<file path="config.mk">
export PLATFORM = sky130hd
export DESIGN_NAME = shared_resource_arbiter
export DESIGN_NICKNAME = d
export VERILOG_FILES = /design/src/rtl/shared_resource_arbiter.sv
export SDC_FILE = /design/constraint.sdc
export NUM_CORES = 1
export LEC_CHECK = 0
export BUFFER_PORTS_ARGS = -buffer_cell sky130_fd_sc_hd__buf_2
export CAP_MARGIN = 20
export CORE_MARGIN = 5
export CORE_UTILIZATION = 30
export DETAILED_ROUTE_END_ITERATION = 7
export HOLD_SLACK_MARGIN = 0.03
export MAX_ROUTING_LAYER = met4
export PLACE_DENSITY_LB_ADDON = 0.2
export SYNTH_ARGS = -nofsm -noshare
export SYNTH_HDL_FRONTEND = slang
export SYNTH_SLANG_ARGS = --single-unit
</file>
<file path="constraint.sdc">
create_clock -name Clk -period 6.15 [get_ports Clk]
set_input_delay 1.5375 -clock Clk [delete_from_list [all_inputs] [get_ports Clk]]
set_output_delay 1.5375 -clock Clk [all_outputs]
set_load 0.1 [all_outputs]
</file>
<file path="src/rtl/shared_resource_arbiter.sv">
// shared_resource_arbiter
// Grants one shared resource to one of N requesters at a time. Each grant is
// registered and held until the owner releases it or withdraws its request,
// or until the hold watchdog expires. The winner is chosen by fixed priority
// (lowest index wins) or by round-robin from a rotating pointer. Between two
// owners there is always one cycle with no grant, so the resource mux never
// sees two grants at once.
module shared_resource_arbiter #(
    parameter int N       = 16,
    parameter int TIMEOUT = 255,
    parameter int CNTW    = 8
) (
    input  logic                 Clk,
    input  logic                 Reset,
    input  logic [N-1:0]         requestSignals,
    input  logic [N-1:0]         releaseSignals,
    input  logic                 rrMode,
    output logic [N-1:0]         grantSignals,
    output logic [$clog2(N)-1:0] grantIndex,
    output logic                 busy,
    output logic                 timeoutPulse
);

    localparam int IDXW = $clog2(N);

    localparam logic [0:0] ST_IDLE  = 1'b0;
    localparam logic [0:0] ST_OWNED = 1'b1;

    // Hold-counter value on the last cycle a grant may stay visible.
    localparam logic [CNTW-1:0] HOLD_LAST = CNTW'((TIMEOUT == 0) ? 0 : TIMEOUT - 1);

    logic [0:0]      state_q, state_d;
    logic [N-1:0]    grant_q, grant_d;
    logic [IDXW-1:0] idx_q, idx_d;
    logic            busy_q, busy_d;
    logic            tpulse_q, tpulse_d;
    logic [IDXW-1:0] rr_ptr_q, rr_ptr_d;
    logic [CNTW-1:0] hold_cnt_q, hold_cnt_d;

    // Requests at or above the round-robin pointer.
    logic [N-1:0]    req_from_ptr;
    logic [IDXW-1:0] any_idx;
    logic [IDXW-1:0] ptr_idx;
    logic            ptr_found;
    logic [IDXW-1:0] winner;

    logic            owner_release;
    logic            owner_withdraw;
    logic            watchdog_hit;
    logic [IDXW-1:0] idx_plus_one;

    generate
        for (genvar gi = 0; gi < N; gi++) begin : g_ptr_mask
            assign req_from_ptr[gi] = requestSignals[gi] && (IDXW'(gi) >= rr_ptr_q);
        end
    endgenerate

    // Lowest set index overall and lowest set index at/above the RR pointer.
    always_comb begin
        any_idx   = '0;
        ptr_idx   = '0;
        ptr_found = 1'b0;
        for (int i = N - 1; i >= 0; i--) begin
            if (requestSignals[i]) begin
                any_idx = IDXW'(i);
            end
            if (req_from_ptr[i]) begin
                ptr_idx   = IDXW'(i);
                ptr_found = 1'b1;
            end
        end
        winner = (rrMode && ptr_found) ? ptr_idx : any_idx;
    end

    assign owner_release  = releaseSignals[idx_q];
    assign owner_withdraw = !requestSignals[idx_q];
    assign watchdog_hit   = (TIMEOUT != 0) && (hold_cnt_q == HOLD_LAST);
    assign idx_plus_one   = (idx_q == IDXW'(N - 1)) ? '0 : idx_q + IDXW'(1);

    // Next-state logic for the grant/hold/release handshake.
    always_comb begin
        state_d    = state_q;
        grant_d    = grant_q;
        idx_d      = idx_q;
        busy_d     = busy_q;
        tpulse_d   = 1'b0;
        rr_ptr_d   = rr_ptr_q;
        hold_cnt_d = hold_cnt_q;
        case (state_q)
            ST_IDLE: begin
                if (|requestSignals) begin
                    state_d    = ST_OWNED;
                    grant_d    = N'(1) << winner;
                    idx_d      = winner;
                    busy_d     = 1'b1;
                    hold_cnt_d = '0;
                end
            end
            ST_OWNED: begin
                if (owner_release || owner_withdraw || watchdog_hit) begin
                    state_d  = ST_IDLE;
                    grant_d  = '0;
                    busy_d   = 1'b0;
                    rr_ptr_d = idx_plus_one;
                    // A release or withdrawal on the same edge masks the timeout.
                    tpulse_d = !(owner_release || owner_withdraw);
                end else if (TIMEOUT != 0) begin
                    hold_cnt_d = hold_cnt_q + CNTW'(1);
                end
            end
            default: begin
                state_d = ST_IDLE;
                grant_d = '0;
                busy_d  = 1'b0;
            end
        endcase
    end

    // State and output registers; reset drops any grant immediately.
    always_ff @(posedge Clk) begin
        if (Reset) begin
            state_q    <= ST_IDLE;
            grant_q    <= '0;
            idx_q      <= '0;
            busy_q     <= 1'b0;
            tpulse_q   <= 1'b0;
            rr_ptr_q   <= '0;
            hold_cnt_q <= '0;
        end else begin
            state_q    <= state_d;
            grant_q    <= grant_d;
            idx_q      <= idx_d;
            busy_q     <= busy_d;
            tpulse_q   <= tpulse_d;
            rr_ptr_q   <= rr_ptr_d;
            hold_cnt_q <= hold_cnt_d;
        end
    end

    assign grantSignals = grant_q;
    assign grantIndex   = idx_q;
    assign busy         = busy_q;
    assign timeoutPulse = tpulse_q;

endmodule

</file>
## Word-level counts from Yosys, hierarchy flattened

Index checks and enable logic that the tools add are counted.

- Mux-type cells: 66
- Shifts and indexed selects: 1
- Divide/modulo/power cells: 0
- $mul: 0
- Order comparisons: 17
- Reduce and logical (&&, ||, !) cells: 27
- Equality and inequality tests: 5
- Bitwise operators: 2
- Add/subtract/negate cells: 2

Operators with widths:

| cell | number |
|---|---|
| $mux W4 | 34 |
| $ge A4 B4 Y1 const A | 8 |
| $mux W16 | 2 |
| $pmux W16 S2 | 1 |
| $mux W1 | 22 |
| $logic_and A1 B1 Y1 | 17 |
| $ge A3 B4 Y1 const A | 4 |
| $mux W8 | 2 |
| $pmux W8 S2 | 1 |
| $reduce_or A16 Y1 | 1 |
| $shl A1 B4 Y16 const A | 1 |
| $add A8 B1 Y8 const B | 1 |
| $bmux W1 S4 | 2 |
| $eq A8 B8 Y1 const B | 1 |
| $ge A1 B4 Y1 const A | 2 |
| $ge A2 B4 Y1 const A | 2 |
| $reduce_and A2 Y1 | 4 |
| $lt A4 B5 Y1 const B | 1 |
| $add A4 B1 Y4 const B | 1 |
| $eq A4 B4 Y1 const B | 1 |
| $ne A2 B2 Y1 const B | 2 |
| $pmux W1 S2 | 2 |
| $reduce_or A3 Y1 | 1 |
| $logic_not A1 Y1 | 2 |
| other kinds (3) | 5 |

- Memory bits (read-only): 0
- Input port bits: 35
- Bits in writable memories: 0
- Memories: 0
- Register bits after elaboration: 35
- Bits in latches: 0

## Logic depth before layout (Yosys ltp)

- Depth in word-level cells: 23
- Depth in mapped cells: 10
- Gate-level depth less buffers: 7

## Least setup slack after synthesis

Ideal clock, no wire load.

- Kind: input port to flip-flop
- From: input requestSignals[2]
- To: register grant_q[0], in the netlist grantSignals[0]
- Path slack: 2644 ps
- Arrival time: 3405 ps
- Data required time: 6049 ps
- Stages on the path: 9
- Buffers on the path: 2
- Cells stage by stage: a21boi_1 > o21a_1 > or2_1 > buf_6 > o41ai_4 > o21ai_2 > and2_4 > buf_6 > o41ai_1

- Cells in the longest elaborated chain, start to end: 9

Ends and longest elaborated chain:

| element | RTL line | source |
|---|---|---|
| start, declared | 15 | `input logic [N-1:0] requestSignals,` |
| $logic_and A1 B1 Y1 | 54 | `assign req_from_ptr[gi] = requestSignals[gi] && (IDXW'(gi) >= rr_ptr_q);` |
| $mux W1 (3 in a row) | 67 | `if (req_from_ptr[i]) begin` |
| $logic_and A1 B1 Y1 | 72 | `winner = (rrMode && ptr_found) ? ptr_idx : any_idx;` |
| $mux W4 | 72 |  |
| $shl A1 B4 Y16 | 93 | `grant_d = N'(1) << winner;` |
| $mux W16 | 91 | `if (\|requestSignals) begin` |
| $pmux W16 S2 | 89 | `case (state_q)` |
| end signal, assigned | 131 | `grant_q <= grant_d;` |
| end, declared | 33 | `logic [N-1:0] grant_q, grant_d;` |

Several ways; a longest one is shown, not always the timed one. The select of a mux whose other input is x is not followed.
A chain may end at the register's enable or synchronous reset.

## Worst setup path after layout

- From: input requestSignals[0]
- To: register grant_q[13], in the netlist grantSignals[13]

- Cells in the longest elaborated chain, start to end: 7

Ends and longest elaborated chain:

| element | RTL line |
|---|---|
| $bmux W1 S4 / $logic_and A1 B1 Y1 (equally long branches) | 76, 54 |
| $mux W1 (on tied branches) | 76, 67 |
| $logic_not A1 Y1 / $logic_and A1 B1 Y1 (equally long branches) | 76, 72 |
| $logic_or A1 B1 Y1 / $mux W4 (equally long branches) | 100, 72 |
| $logic_or A1 B1 Y1 / $shl A1 B4 Y16 (equally long branches) | 100, 93 |
| $ne A2 B1 Y1 (no line) / $mux W16 (equally long branches) | - |
| $reduce_and A2 Y1 (no line) / $pmux W16 S2 (equally long branches) | - |

Several ways; a longest one is shown, not always the timed one. The select of a mux whose other input is x is not followed.

==> summary.md <==
| Metric | Value |
|---|---|
| Num rows | 32 |
| Switching Power | 204 uW |
| Seq pwr share | 44.6% |
| Total core area | 0.00769 mm^2 |
| HPWL Detailed | 5580 um |
| Critical Path Max Stage Delay | 0.62 ns |
| Avg WL per Cell | 15.9 um |
| DIE WIDTH | about 98 um |
| Most common cell after layout, fill and taps aside | buf_2 |
| Yosys warns | 0 |
| Clock latency at the later pin of the worst-skew pair | approximately 0.28 ns |
| Synth Instances | roughly 300 |
| Slew at the pin with the worst max-slew slack | 0.811 ns |
| CTS Buf Count | 5 |
| Max-slew violation count | 0 |
| CTS tree | yes |
| RSZ-0062 raised after global routing | no |
| CP Launch Type | input port |
| Share of the synthesized area in the top cell type | 29.9% |
| Die Span Y | 98.4 um |
| Total track usage | 15.4% |
| Setup crit end kind | flip-flop |
| PortBufs | 56 |
| Antenna Nets Post-Route | 0 |
| Worst Path Buf+Inv | 1 |
| First-pass GRT wire length | 12000 um |
| Final Hold Fails | 0 |
| Met3 WL | 413 um |
| Vias per cell | 5.39 |
| P&R area growth vs syn | 18.1% |
| Cts repair resizes | 0 |
| Cells taking the most area after synthesis | dfxtp_1, nand3_1, nor2_1, nand2_1, o32ai_1 |
| Starting DRT DRC Count | 156 |
| Highest clock rate | 0.270 GHz |
| Post-route setup slack | 2.45 ns |
| Clock period minus worst slack | 3.70 ns |
| Clock transition at the registers of the reported paths | 0.07 ns |
| Worst Path Required | roughly 6.3 ns |
| Avg Cell Area, Syn | 7.85 um^2 |
| CTS Sinks | 35 |
| Setup repair bufs after CTS | 0 |
| Clock Power Share | 29.1% |
| Hold Path Class | reg -> reg |
| Proportion of layout cells with a drive suffix above 1 | 21.7% |
| Final nets | 387 |
| # diodes | 0 |
| Die ar. | 0.00969 mm^2 |
| Clock Tree Buf Depth | 2 |
| Outcome | complete, no violations |
| Pre-CTS setup slack | 2.04 ns |
| Drc violations | 0 |
| Synth Cell Area | 0.00235 mm^2 |
| Critical path class | in -> reg |
| Pleak | 0.00112 uW |
| Crit-path slowest cell | a2111oi_1 |
| Grt total ovfl | 0 |
| Min-delay src | grantSignals[1] |
| Top_reg_cell synth | dfxtp_1 |
| WL final | between 7000 and 8000 um |
| FF+latch count, synth | 35 |
| Worst-path fanout max | 10 |
| Largest net degree at the start of global routing | 19 |
| DR WL met2 | 3340 um |
| Setup TNS | 0 ns |
| Most frequent cells in the layout | buf_2, dfxtp_1, nor2_1 |
| DRT Pass-1 Iters | 4 |
| Max-cap violations | 0 |
| RePlAce Congestion | 0.950 |
| Wl on met1 | 3310 um |
| CTS H-tree lvls | 2 |
| Post-synth EDFFs | 0 |
| Root Driver | clkbuf_8 |
| Asr flop ratio synth | 0% |
| Initial antenna violation count | 0 |
| Fin crit share | 60.2% |
| Finish-stage setup viols | 0 |
| Max IR drop VDD | 0.0804 mV |
| Synth area leader | dfxtp_1 |
| CP startpoint | requestSignals[0] |
| Starting density of the core | a little under a third |
| Worst hold slack | 0.470 ns |
| Top delay family on crit path | compound AO/OA/AOI/OAI gates |
| Distinct cells, synth | between 50 and 60 |
| Arr. time, crit path | 3.86 ns |
| Cts hold-fix bufs | 0 |
| I/O pins | 57 |
| Worst-path cell chain | buf_2 > nand2b_1 > a2111oi_1 > or2_1 > o41ai_4 > or4_1 > o211ai_1 > o21ai_0 |
| Vias in the first global route | 2370 |
| Sequential fraction of the synthesis area | between 20% and 30% |
| Power Density | 203 mW/mm^2 |
| Sw frac | 36.3% |
| Critical R2R Launch | rr_ptr_q[3] |
| Top layer in use | met4 |
| Logic pwr share | 26.2% |
| Syn_nets | around 340 |
| Clock Skew | 0.00686 ns |
| Slew HR | between 40% and 50% |
| Via count | 2435 |
| Cell-internal power | 358 uW |
## worst reg2reg max path, stage by stage (launching register included)
cell and delay [ns]:
dfxtp_1 0.75, and2_1 0.31, a21boi_0 0.32, o21ai_1 0.18, o41ai_4 0.59, o311ai_0 0.36
o211ai_1 0.30, o21ai_0 0.13
## cells in the mapped netlist, drive strengths merged (2+ instances only)
| master | number |
|---|---|
| a211o | 2 |
| a211oi | 2 |
| a21boi | 4 |
| a21o | 2 |
| a21oi | 9 |
| a311o | 3 |
| a311oi | 8 |
| a31oi | 2 |
| and2 | 4 |
| and3 | 4 |
| buf | 9 |
| clkbuf | 6 |
| dfxtp | 35 |
| ha | 3 |
| inv | 22 |
| mux2 | 2 |
| mux2i | 5 |
| mux4 | 2 |
| nand2 | 25 |
| nand2b | 5 |
| nand3 | 23 |
| nand4 | 5 |
| nor2 | 29 |
| nor2b | 5 |
| nor3 | 5 |
| nor4 | 6 |
| o2111ai | 2 |
| o211a | 2 |
| o211ai | 4 |
| o21ai | 20 |
| o311ai | 2 |
| o31ai | 10 |
| o32ai | 10 |
| o41ai | 5 |
| or2 | 2 |
| xnor2 | 4 |
## cells by family after synthesis
kind of cell    Yosys count  synth area share (%)
flops                    35                  29.9
xor+xnor                  5                  1.87
compound gates           94                  30.6
fa+ha+maj                 3                  1.60
buf+inv                  37                  7.09
simple gates            116                  24.0
mux                       9                  5.01
## state kept, by name, summed over array words and instances, names as in the netlist
signal / cells
timeoutPulse: 1
state_q: 1
grantSignals: 16
busy: 1
rr_ptr_q: 4
grantIndex: 4
hold_cnt_q: 8
## per-stage QoR
step | cell area, um^2 | power (uW) | util [%] | instances
6_report | 2770 | 561 | 36.0 | 452
3_3_place_gp | 2680 | 403 | 34.8 | 443
5_1_grt | 2770 | 591 | 36.0 | 452
4_1_cts | 2760 | 565 | 35.9 | 451
3_5_place_dp | 2680 | 402 | 34.8 | 443
2_1_floorplan | 2350 | 360 | - | 299
## final cells by class
cell class                 count  area, um^2
clock buffer                   6        72.6
multi-input combinational    227        1480
fill                         861        4920
inverter                      22        82.6
sequential                    35         701
clock inverter                 2        12.5
timing repair buffer          58         295
tap                          102         128
## path summary, 6_finish.rpt
check / endpoint / slack (ns) / cells past startpoint
max: grantSignals[13] / 2.45 / 8
min: grantSignals[1] / 0.47 / 2
max reg2reg: grantSignals[13] / 3.08 / 7
min reg2reg: grantSignals[1] / 0.47 / 2
## routing by layer
| metal | track usage, % | vias to the layer above |
|---|---|---|
| li1 | - | 1234 |
| met1 | 20.8 | 1109 |
| met2 | 24.3 | 84 |
| met3 | 2.41 | 8 |
| met4 | 3.68 | 0 |
| met5 | - | - |
## power by group through the flow
stage	registers, uW	logic [uW]	clock network [uW]
after floorplan	281	78.9	0
after global placement	256	147	0
after detailed placement	255	146	0
after CTS	250	147	168
after global routing	252	159	179
final	250	147	164
(Power assumes the default switching activity.)
